===== src/rtl/dcache_burst_collect.sv =====
// Burst-read collector: issues one Avalon-MM read burst of 1-3 dwords and
// packs the returned beats into a 96-bit buffer for the read-extract stage.

module dcache_burst_slot #(
    parameter int VEC_W = 32
) (
    input  logic             clk,
    input  logic             rst,
    input  logic             clr,
    input  logic             wr_en,
    input  logic [VEC_W-1:0] wdata,
    output logic [VEC_W-1:0] q
);

    always_ff @(posedge clk) begin
        if (rst || clr)
            q <= '0;
        else if (wr_en)
            q <= wdata;
    end

endmodule

module dcache_burst_collect (
    input  logic        clk,
    input  logic        rst,
    input  logic        start,
    input  logic [29:0] start_address,
    input  logic [1:0]  start_dword_length,
    output logic        busy,
    output logic        done,
    output logic [95:0] read_data,
    output logic [31:0] avm_address,
    output logic        avm_read,
    output logic [1:0]  avm_burstcount,
    output logic [3:0]  avm_byteenable,
    input  logic        avm_waitrequest,
    input  logic        avm_readdatavalid,
    input  logic [31:0] avm_readdata
);

    localparam int NUM_LANES = 3;
    localparam int VEC_W     = 32;

    typedef enum logic [1:0] {IDLE, CMD, DATA, DONE} state_t;

    typedef struct packed {
        logic [29:0] addr;
        logic [1:0]  len;
    } req_t;

    state_t state_q, state_d;
    req_t   req_q;
    logic [1:0] cnt_q;
    logic [1:0] cnt_nxt;
    logic       accept;
    logic       beat_fire;
    logic       last_beat;
    logic [NUM_LANES-1:0][VEC_W-1:0] slot_q;

    assign accept  = (state_q == IDLE) && start;
    assign cnt_nxt = cnt_q + 2'd1;

    // Beats count in CMD only on the acceptance cycle; a slave that stalls
    // the command cannot legally have returned data yet.
    assign beat_fire = avm_readdatavalid && (cnt_q < req_q.len) &&
                       ((state_q == DATA) || (state_q == CMD && !avm_waitrequest));
    assign last_beat = beat_fire && (cnt_nxt == req_q.len);

    always_ff @(posedge clk) begin
        if (rst)
            state_q <= IDLE;
        else
            state_q <= state_d;
    end

    always_comb begin
        state_d = state_q;
        case (state_q)
            IDLE: if (start) state_d = CMD;
            CMD: begin
                if (last_beat)
                    state_d = DONE;
                else if (!avm_waitrequest)
                    state_d = DATA;
            end
            DATA: if (last_beat) state_d = DONE;
            DONE: state_d = IDLE;
            default: state_d = IDLE;
        endcase
    end

    always_comb begin
        busy     = 1'b0;
        done     = 1'b0;
        avm_read = 1'b0;
        case (state_q)
            CMD: begin
                busy     = 1'b1;
                avm_read = 1'b1;
            end
            DATA: busy = 1'b1;
            DONE: begin
                busy = 1'b1;
                done = 1'b1;
            end
            default: ;
        endcase
    end

    // A length of 0 is promoted to a single-dword burst at capture time.
    always_ff @(posedge clk) begin
        if (rst) begin
            req_q <= '0;
            cnt_q <= 2'd0;
        end else if (accept) begin
            req_q.addr <= start_address;
            req_q.len  <= (start_dword_length == 2'd0) ? 2'd1 : start_dword_length;
            cnt_q      <= 2'd0;
        end else if (beat_fire) begin
            cnt_q <= cnt_nxt;
        end
    end

    genvar i;
    generate
        for (i = 0; i < NUM_LANES; i++) begin : g_slot
            dcache_burst_slot #(.VEC_W(VEC_W)) u_slot (
                .clk   (clk),
                .rst   (rst),
                .clr   (accept),
                .wr_en (beat_fire && (cnt_q == 2'(i))),
                .wdata (avm_readdata),
                .q     (slot_q[i])
            );
        end
    endgenerate

    assign read_data      = slot_q;
    assign avm_address    = {req_q.addr, 2'b00};
    assign avm_burstcount = req_q.len;
    assign avm_byteenable = 4'hF;

endmodule


===== config.mk =====
export PLATFORM = sky130hd
export DESIGN_NAME = dcache_burst_collect
export DESIGN_NICKNAME = d
export VERILOG_FILES = /design/src/rtl/dcache_burst_collect.sv
export SDC_FILE = /design/constraint.sdc
export NUM_CORES = 1
export LEC_CHECK = 0
export ABC_AREA = 1
export CAP_MARGIN = 40
export CORE_UTILIZATION = 28
export DETAILED_ROUTE_END_ITERATION = 7
export SYNTH_ARGS = -nofsm -noshare
export SYNTH_HDL_FRONTEND = slang
export SYNTH_SLANG_ARGS = --single-unit

===== constraint.sdc =====
create_clock -name clk -period 3.25 [get_ports clk]
set_input_delay 0.975 -clock clk [delete_from_list [all_inputs] [get_ports clk]]
set_output_delay 0.975 -clock clk [all_outputs]
set_load 0.1 [all_outputs]

# == Word level (Yosys, flattened, before mapping) ==
# Cells that the tools add are included.
# W data, S select, Z words.
# word_totals
reg_bits,132
input_bits,69
out_inout_bits,137
elab_cells,44
# op_classes
n_addsub,1
n_lt_le_gt_ge,1
n_eq_ne,9
muxes,9
n_reduce_logical,17
# ops
operator,n
$mux W2,5
$logic_and A1 B1 Y1,8
$pmux W2 S4,1
$eq A2 B2 Y1 const B,3
$logic_not A2 Y1,3
$eq A2 B1 Y1 const B,2
$ne A2 B2 Y1 const B,2
$mux W1,3
$ne A3 B3 Y1 const B,1
$reduce_and A3 Y1,1
$reduce_or A3 Y1,1
$add A2 B1 Y2 const B,1
$eq A2 B2 Y1,1
$logic_or A1 B1 Y1,2
$lt A2 B2 Y1,1
$reduce_or A2 Y1,1
$logic_not A1 Y1,1

# == Longest topological paths before layout ==
# Gate-level depths: netlist (run 1).
# logic_depth
ltp_word,7
depth_mapped,12
ltp_nobuf,11

# == By module ==
# A second synthesis (run 1) with hierarchy kept.
# hier_totals
cells_unflattened,816
hier_area_um2,5636.7
# modules_own_cells
mod,n_inst,cells_per_inst,area_per_inst_um2,seq_area_each_um2
dcache_burst_slot,3,203,1353.8,640.6
dcache_burst_collect,1,207,1575.3,720.7

# == Worst setup path after synthesis (run 1) ==
# No wires, ideal clock.
# synth_path
kind,reg2reg
startpoint,register req_q (netlist bit avm_burstcount[1])
endpoint,register g_slot[2].u_slot.q[10]
setup_time_ns,0.132
t_arrival_ns,2.258
path_slack_ns,0.859
stages_incl_launch_ff,11
period_less_slack_ns,2.391
cell_sequence,dfxtp_1 -> inv_1 -> ha_1 -> nand2_1 -> nand2_1 -> nor2_4 -> buf_6 -> nand2_2 -> buf_4 -> nand2_1 -> a21oi_1
# synth_between
elab_chain_len,4
# synth_lines
element,line,text
start: declaration,53,req_t req_q;
$lt A2 B2 Y1,66,assign beat_fire = avm_readdatavalid && (cnt_q < req_q.len) &&
$logic_and A1 B1 Y1 (2 in series),66,
$logic_and A1 B1 Y1,132,".wr_en (beat_fire && (cnt_q == 2'(i))),"
end signal: assignment,19,q <= wdata;
end: declaration,12,output logic [VEC_W-1:0] q
# Every way passes these cells.
# A chain may end at the register's enable or synchronous reset.

# == Worst setup path in the final report (run 1) ==
# layout_path
startpoint,register state_q[0]
endpoint,output busy
# layout_between
elab_chain_len,3
word_cells_on_any_way,5
# layout_lines
element,line,text
start: declaration,52,"state_t state_q, state_d;"
start signal: assignment,74,state_q <= state_d;
$eq A2 B2 Y1 / $eq A2 B1 Y1 (equally long branches),97,case (state_q)
$reduce_or A3 Y1 (no line) *,n/a,
$mux W1 *,97,
end: declaration,30,"output logic busy,"
# Every way passes the cells marked *; elsewhere a longest branch is shown, timed or not.

==> results by group, run 1 <==
Status
  • Status: finished, final reports clean

Layout
  • Final Net Count: between 800 and 900
  • Filler cell count in the final layout: ~1800
  • Antenna Diode Count: 0
  • Layout overhead on the synthesized area: 46.8%
  • Fraction of final layout cells with drive strength greater than 1: about 22%
  • Most common library cell in the layout ignoring fill and taps: sky130_fd_sc_hd__buf_4
  • Commonest cells after routing, fill and taps aside: sky130_fd_sc_hd__buf_4 (143), sky130_fd_sc_hd__dfxtp_1 (132), sky130_fd_sc_hd__nand2_1 (110)

Pwr
  • Leakage power figure: a little under 3 nW
  • Power Dens Cells: between 700 and 800 nW/µm²
  • Total Power: 5.89 mW
  • Maximum resistive drop on vdd: roughly 0.52 mV

Floorplanning
  • Starting density of the core: ~29%
  • Die X: roughly 140 µm
  • Die Ht: approximately 140 µm
  • Floorplan row count: 48
  • Count of pins on the block boundary: 206
  • Area of the core region: around 17000 µm²
  • Die area: about 19000 µm²

Routing
  • Post-detailed-route count of antenna-violating nets: 0
  • Detailed-routing iteration count for the pre-antenna-repair pass: 6
  • Starting DRC count in detailed routing: 206
  • Via count: 4843
  • Via density: roughly 4.6
  • Routed length per placed instance: around 15 µm
  • DRC violation count after routing: 0
  • Detailed-route wire length: around 15000 µm

Global routing
  • Leftover overflow at the end of global routing: 0
  • GRT Util Overall: roughly 17%
  • Largest net degree at the start of global routing: 69
  • Antenna violations before repair: 0
  • Vias in the first global route: about 4600
  • Met2 usage in global routing: between 20% and 30%
  • Met1 track demand over resource: between 20% and 30%
  • Wire length of the first global-routing pass: ~24000 µm
  • Most used routing layer: met2
  • Global-route track usage on met3: between 6 and 7%

Setup path
  • Critical Path End: busy
  • Required time of the critical path: roughly 2.3 ns
  • Arr. time, crit path: 1.49 ns
  • CP endpoint kind: output pin
  • Number of cells traversed by the worst register-to-register path: 8
  • Startpoint-to-endpoint class of the critical path: reg -> out
  • Critical-path maximum fanout: 5
  • Worst setup startpoint: state_q[0]
  • Launch instance of the worst register-to-register path: avm_burstcount[1]
  • Internal reg-to-reg setup slack: about 1.3 ns
  • Critical Path Start Type: flop
  • Critical register-to-register path endpoint: g_slot[2].u_slot.q[25]

Synthesis
  • Mapped Avg Cell Area: 8.03 µm²
  • Main area contributors after synthesis: sky130_fd_sc_hd__dfxtp_1 (52%), sky130_fd_sc_hd__nand3_1 (9.9%), sky130_fd_sc_hd__a21oi_1 (9.8%)
  • Cell accounting for the most synthesized area: sky130_fd_sc_hd__dfxtp_1
  • Cells after synthesis: 628
  • Yosys warning count: 0
  • Register area share after synthesis: 52.4%
  • Share of the synthesized area in the top cell type: 52.4%
  • Flop and latch count out of synthesis: approximately 130
  • Netlist cell types: 24
  • Netlist area before placement: 5040 µm²

CTS
  • Clock buffers created by TritonCTS: 17
  • # H-tree levels: 4
  • Hold_buf cts: 0
  • Buffers inserted by post-CTS timing repair: 0
  • Worst-path clk slew: around 0.05 ns
  • Buffer depth of the longest clock path: 2
  • Quantity of gates resized following cts: 0
  • Number of sinks on the clock net: approximately 130
  • Root buf cell: sky130_fd_sc_hd__clkbuf_16
  • Insertion delay of the later-clocked pin in the worst-skew pair: approximately 0.42 ns
  • CTS tree: yes

Placed design
  • Post-DP HPWL: between 10000 and 15000 µm
  • Setup WS pre-CTS: around 0.5 ns
  • Placer Congestion: about 0.74
  • Buffers on Ports: roughly 200

STA
  • Peak clock frequency supported by timing: just over 400 MHz
  • Fin Setup TNS: 0 ns
  • Total count of hold-check failures in the final report: 0
  • Final worst-path cycle share: about 76%
  • Crit path time final: 2.47 ns
  • Fin Clk Skew: between 0.009 and 0.01 ns
  • Total count of max-transition violations in the final report: 0
  • Crit path setup slack, layout: about 0.8 ns
  • Worst Max-Slew Pin Slew: between 0.7 and 0.8 ns
  • Final number of setup-violating endpoints: 0
  • Worst slew slack as a fraction of its limit: slightly below 50%
  • Unrepaired setup endpoints after global routing: no

Job
  • Max-cap violations: 0

Min path
  • Hold Crit Class: reg -> reg
## routing by layer
layer	up-vias	routed length, µm
met5	-	0
met3	16	1420
met4	0	163
met2	187	6870
met1	2198	6890
li1	2442	-
## cells by family (layout without fill, tap and decap cells)
logic type      after synthesis  in the layout  share of synthesized area, %
other cells                   2              6                         0.149
compound gates              135            135                          13.8
simple gates                279            279                          23.5
buf+inv                      70            258                          7.69
fa+ha+maj                    10             10                          2.48
flops                       132            132                          52.4
## how the worst min path moves through the flow
| stage | slack (ns) | endpoint | cells after the start | start |
|---|---|---|---|---|
| detailed placement | 0.45 | g_slot[1].u_slot.q[9] | 2 | g_slot[1].u_slot.q[9] |
| finish | 0.46 | g_slot[1].u_slot.q[23] | 2 | g_slot[1].u_slot.q[23] |
| floorplan | 0.46 | cnt_q[0] | 2 | cnt_q[0] |
| global route | 0.48 | g_slot[0].u_slot.q[14] | 2 | g_slot[0].u_slot.q[14] |
| global placement | 0.45 | g_slot[1].u_slot.q[23] | 2 | g_slot[1].u_slot.q[23] |
| CTS | 0.46 | g_slot[1].u_slot.q[23] | 2 | g_slot[1].u_slot.q[23] |
## report_power, final
| part | leakage (nW) | switching (mW) | internal (mW) | total (mW) |
|---|---|---|---|---|
| registers | 1.07 | 0.0848 | 1.76 | 1.84 |
| clock network | 0.283 | 0.735 | 1.20 | 1.93 |
| logic | 1.54 | 1.65 | 0.472 | 2.12 |
## through the flow
| stage | instances | util (%) | instance area (µm²) | hold slack, ns |
|---|---|---|---|---|
| after CTS | 1045 | 42.5 | 7410 | 0.462 |
| final | 1045 | 42.5 | 7410 | 0.458 |
| after detailed placement | 1013 | 39.1 | 6810 | 0.454 |
| after floorplan | 632 | - | 5060 | 0.456 |
| after global placement | 1013 | 39.1 | 6810 | 0.448 |
| after global routing | 1045 | 42.5 | 7410 | 0.477 |
## critical path, cell delays in order (launching register included)
cell                      delay (ns)
sky130_fd_sc_hd__dfxtp_1        0.39
sky130_fd_sc_hd__inv_1          0.10
sky130_fd_sc_hd__ha_1           0.22
sky130_fd_sc_hd__inv_1          0.08
sky130_fd_sc_hd__buf_4          0.29
## registers in the layout, summed over array words and instances (netlist names)
signal           flops
avm_address         30
cnt_q                2
g_slot.u_slot.q     96
avm_burstcount       2
state_q              2
## synth_stat cells
| cell | count |
|---|---|
| sky130_fd_sc_hd__o22ai_1 | 1 |
| sky130_fd_sc_hd__nand2_2 | 2 |
| sky130_fd_sc_hd__buf_1 | 1 |
| sky130_fd_sc_hd__buf_2 | 10 |
| sky130_fd_sc_hd__a21oi_2 | 1 |
| sky130_fd_sc_hd__clkbuf_1 | 26 |
| sky130_fd_sc_hd__buf_4 | 10 |
| sky130_fd_sc_hd__or2_2 | 1 |
| sky130_fd_sc_hd__buf_6 | 10 |
| sky130_fd_sc_hd__o21bai_1 | 1 |
| sky130_fd_sc_hd__nand3_1 | 100 |
| sky130_fd_sc_hd__a21o_1 | 1 |
| sky130_fd_sc_hd__conb_1 | 2 |
| sky130_fd_sc_hd__a21oi_1 | 99 |
| sky130_fd_sc_hd__nand2_1 | 111 |
| sky130_fd_sc_hd__a211oi_1 | 1 |
| sky130_fd_sc_hd__nor2_1 | 64 |
| sky130_fd_sc_hd__o21ai_0 | 30 |
| sky130_fd_sc_hd__clkinv_1 | 1 |
| sky130_fd_sc_hd__nor2_4 | 1 |
| sky130_fd_sc_hd__ha_1 | 10 |
| sky130_fd_sc_hd__inv_1 | 12 |
| sky130_fd_sc_hd__o221a_2 | 1 |
| sky130_fd_sc_hd__dfxtp_1 | 132 |
## final cells by class
type                            count  area, µm²  share of cell area [%]
Tap cell                          225        282                    3.80
Clock buffer                       22        474                    6.40
Timing Repair Buffer              213       1790                    24.2
Sequential cell                   132       2640                    35.7
Inverter                           13       48.8                   0.659
Clock inverter                     10        123                    1.66
Multi-Input combinational cell    430       2040                    27.6
Note: power is estimated with default switching activity, not from simulation.
==> run 2: changes to the inputs <==
clock period = 2.1 ns   (was 3.25 ns; I/O delays follow)
==> run 2 against run 1 <==
  * Utilization up 10 points
  * Cell count up 0.29%
  * Register-to-register slack worse by 1.0 ns
  * Die area unchanged
  * Flip-flop and latch count unchanged
  * Combinational power up 87%
  * Via count up 1.2%
  * Critical endpoint unchanged
  * Non-clock buffer count up 10
  * Highest routed layer unchanged
==> results by group, run 2 (synthesis results as in run 1) <==
Status
  • Status: finished, final reports clean (unchanged)

CTS
  • # H-tree levels: 4 (unchanged)
  • Buffers inserted by post-CTS timing repair: 0 (unchanged)
  • Buffer depth of the longest clock path: 2 (unchanged)
  • Insertion delay of the later-clocked pin in the worst-skew pair: 0.41 ns (was 0.42 ns)
  • Clock buffers created by TritonCTS: 17 (unchanged)
  • Root buf cell: sky130_fd_sc_hd__clkbuf_16 (unchanged)
  • Hold_buf cts: 0 (unchanged)
  • CTS tree: yes (unchanged)
  • Worst-path clk slew: 0.05 ns (about the same)
  • Quantity of gates resized following cts: 1 (was 0)
  • Number of sinks on the clock net: 132 (unchanged)

Setup path
  • Critical register-to-register path endpoint: g_slot[0].u_slot.q[16] (was g_slot[2].u_slot.q[25])
  • Most common cell type on the critical path: sky130_fd_sc_hd__inv_1 (unchanged)
  • Internal reg-to-reg setup slack: 0.30 ns (was 1.33 ns)
  • Critical-path maximum fanout: 5 (unchanged)
  • Buf+Inv Stages, Crit Path: 3 (unchanged)
  • Critical path depth: 4 (unchanged)
  • Worst setup startpoint: state_q[0] (unchanged)
  • Required time of the critical path: 1.47 ns (was 2.27 ns)
  • Cell chain of the critical path: inv_1 -> ha_1 -> inv_1 -> buf_12 (was inv_1 -> ha_1 -> inv_1 -> buf_4)
  • Worst path slowest cell: sky130_fd_sc_hd__dfxtp_2 (was sky130_fd_sc_hd__dfxtp_1)
  • Critical Path Start Type: flop (unchanged)
  • CP endpoint kind: output pin (unchanged)
  • Gate family responsible for the most delay along the worst path: buffers and inverters (unchanged)
  • Startpoint-to-endpoint class of the critical path: reg -> out (unchanged)
  • Launch instance of the worst register-to-register path: avm_burstcount[1] (unchanged)
  • Number of cells traversed by the worst register-to-register path: 8 (unchanged)
  • Arr. time, crit path: 1.38 ns (was 1.49 ns)
  • Slowest cell delay on critical path: 0.37 ns (was 0.39 ns)
  • Critical Path End: busy (unchanged)

Placed design
  • Post-DP HPWL: 11200 µm (was 10300 µm)
  • Dpl cell area: 8610 µm² (was 6810 µm²)
  • Placer Congestion: 0.745 (was 0.738)
  • Buffers on Ports: 199 (unchanged)

Layout
  • Layout overhead on the synthesized area: 82.0% (was 46.8%)
  • Final Net Count: 896 (was 886)
  • Antenna Diode Count: 0 (unchanged)
  • Finished Cell Area: 9180 µm² (was 7410 µm²)
  • Reg with most FFs: g_slot.u_slot.q (unchanged)
  • Max FFs per register: 96 (unchanged)
  • Filler cell count in the final layout: 1562 (was 1788)
  • Fraction of final layout cells with drive strength greater than 1: 23.7% (was 22.4%)
  • Commonest cells after routing, fill and taps aside: sky130_fd_sc_hd__buf_12 (139), sky130_fd_sc_hd__dfxtp_1 (128), sky130_fd_sc_hd__nand2_1 (110) (was sky130_fd_sc_hd__buf_4 (143), sky130_fd_sc_hd__dfxtp_1 (132), sky130_fd_sc_hd__nand2_1 (110))
  • Most common library cell in the layout ignoring fill and taps: sky130_fd_sc_hd__buf_12 (was sky130_fd_sc_hd__buf_4)

Pwr
  • Switching pwr: 3.88 mW (was 2.47 mW)
  • Maximum resistive drop on vdd: 0.991 mV (was 0.522 mV)
  • Switching Share: 39.3% (was 41.8%)
  • Part of the total power dissipated in sequential elements: 30.0% (was 31.3%)
  • Internal Power: 5.99 mW (was 3.43 mW)
  • Clk network pwr share: 29.9% (was 32.8%)
  • Leakage power figure: 3.34 nW (was 2.90 nW)
  • Logic gate share of total power: 40.1% (was 35.9%)
  • Power Dens Cells: 1070 nW/µm² (was 796 nW/µm²)

STA
  • Peak clock frequency supported by timing: 496 MHz
  • Total count of max-transition violations in the final report: 0 (unchanged)
  • Final number of setup-violating endpoints: 0 (unchanged)
  • Fin Clk Skew: 0.0120 ns (was 0.00998 ns)
  • Crit path time final: ~2 ns
  • Fin Setup TNS: 0 ns (unchanged)
  • Total count of hold-check failures in the final report: 0 (unchanged)
  • Unrepaired setup endpoints after global routing: no (unchanged)
  • Final worst-path cycle share: 95.9%

Global routing
  • Antenna violations before repair: 0 (unchanged)
  • Vias in the first global route: 4663 (was 4589)
  • Leftover overflow at the end of global routing: 0 (unchanged)
  • Wire length of the first global-routing pass: 25200 µm (was 23700 µm)
  • Largest net degree at the start of global routing: 50 (was 69)
  • GRT Util Overall: 17.8% (was 16.6%)

Min path
  • Hold Crit Class: reg -> reg (unchanged)
  • Hold path startpoint: state_q[1] (was g_slot[1].u_slot.q[23])

Floorplanning
  • Die Ht: 136 µm (unchanged)
  • Die area: 18600 µm² (unchanged)
  • Count of pins on the block boundary: 206 (unchanged)
  • Area of the core region: 17400 µm² (unchanged)
  • Floorplan row count: 48 (unchanged)
  • Starting density of the core: 29.0% (unchanged)
  • Die X: 136 µm (unchanged)

Routing
  • Detailed-routing iteration count for the pre-antenna-repair pass: 5 (was 6)
  • Routed length per placed instance: 15.4 µm (was 14.7 µm)
  • Post-detailed-route count of antenna-violating nets: 0 (unchanged)
  • Via density: 4.68 (was 4.63)
  • Starting DRC count in detailed routing: 217 (was 206)
  • Detailed-route wire length: 16100 µm (was 15300 µm)
  • Via count: 4902 (was 4843)
  • DRC violation count after routing: 0 (unchanged)

Job
  • Max-cap violations: 0 (unchanged)
==> run 2: power by group through the flow <==
stage               logic [mW]  clock network, mW  registers (mW)
floorplan                 1.20                  0            4.26
global placement          3.97                  0            3.00
detailed placement        3.98                  0            3.01
CTS                       3.99               3.01            2.96
global route              4.17               3.14            2.98
finish                    3.96               2.95            2.96
==> run 2: per-stage QoR <==
step	hold WS (ns)	worst slack [ns]	util, %	instances	power [mW]
after floorplan	0.456	0.0623	-	632	5.46
after global placement	0.477	-0.111	49.4	1023	6.97
after detailed placement	0.484	-0.129	49.4	1023	6.99
after CTS	0.491	0.0413	52.7	1048	9.96
after global routing	0.508	0.00918	52.7	1048	10.3
final	0.476	0.0855	52.7	1048	9.87
==> run 2: layout make-up <==
class / count / area, µm² / share of cell area (%)
Clock buffer: 20 / 467 / 5.08
Multi-Input combinational cell: 430 / 2050 / 22.3
Sequential cell: 132 / 2650 / 28.8
Clock inverter: 5 / 105 / 1.14
Timing Repair Buffer: 223 / 3580 / 39.0
Tap cell: 225 / 282 / 3.07
Inverter: 13 / 48.8 / 0.532
==> run 2: worst min-delay path: stages, from the launching register on <==
cell                      delay [ns]
sky130_fd_sc_hd__dfxtp_2        0.33
sky130_fd_sc_hd__nand2_1        0.06
sky130_fd_sc_hd__a21oi_1        0.05
==> run 2: how the worst min path moves through the flow <==
stage	to	slack [ns]	cells after the start
5_1_grt	state_q[1]	0.51	2
6_report	state_q[1]	0.48	2
4_1_cts	cnt_q[0]	0.49	2
3_3_place_gp	cnt_q[0]	0.48	2
2_1_floorplan	cnt_q[0]	0.46	2
3_5_place_dp	cnt_q[0]	0.48	2
==> run 2: layer usage <==
metal	vias to the layer above	part of all wire, %	global-route usage, %
li1	2446	-	-
met1	2271	43	21.8
met2	177	47	27.8
met3	8	9.9	8.99
met4	0	0.55	3.95
met5	-	0	0
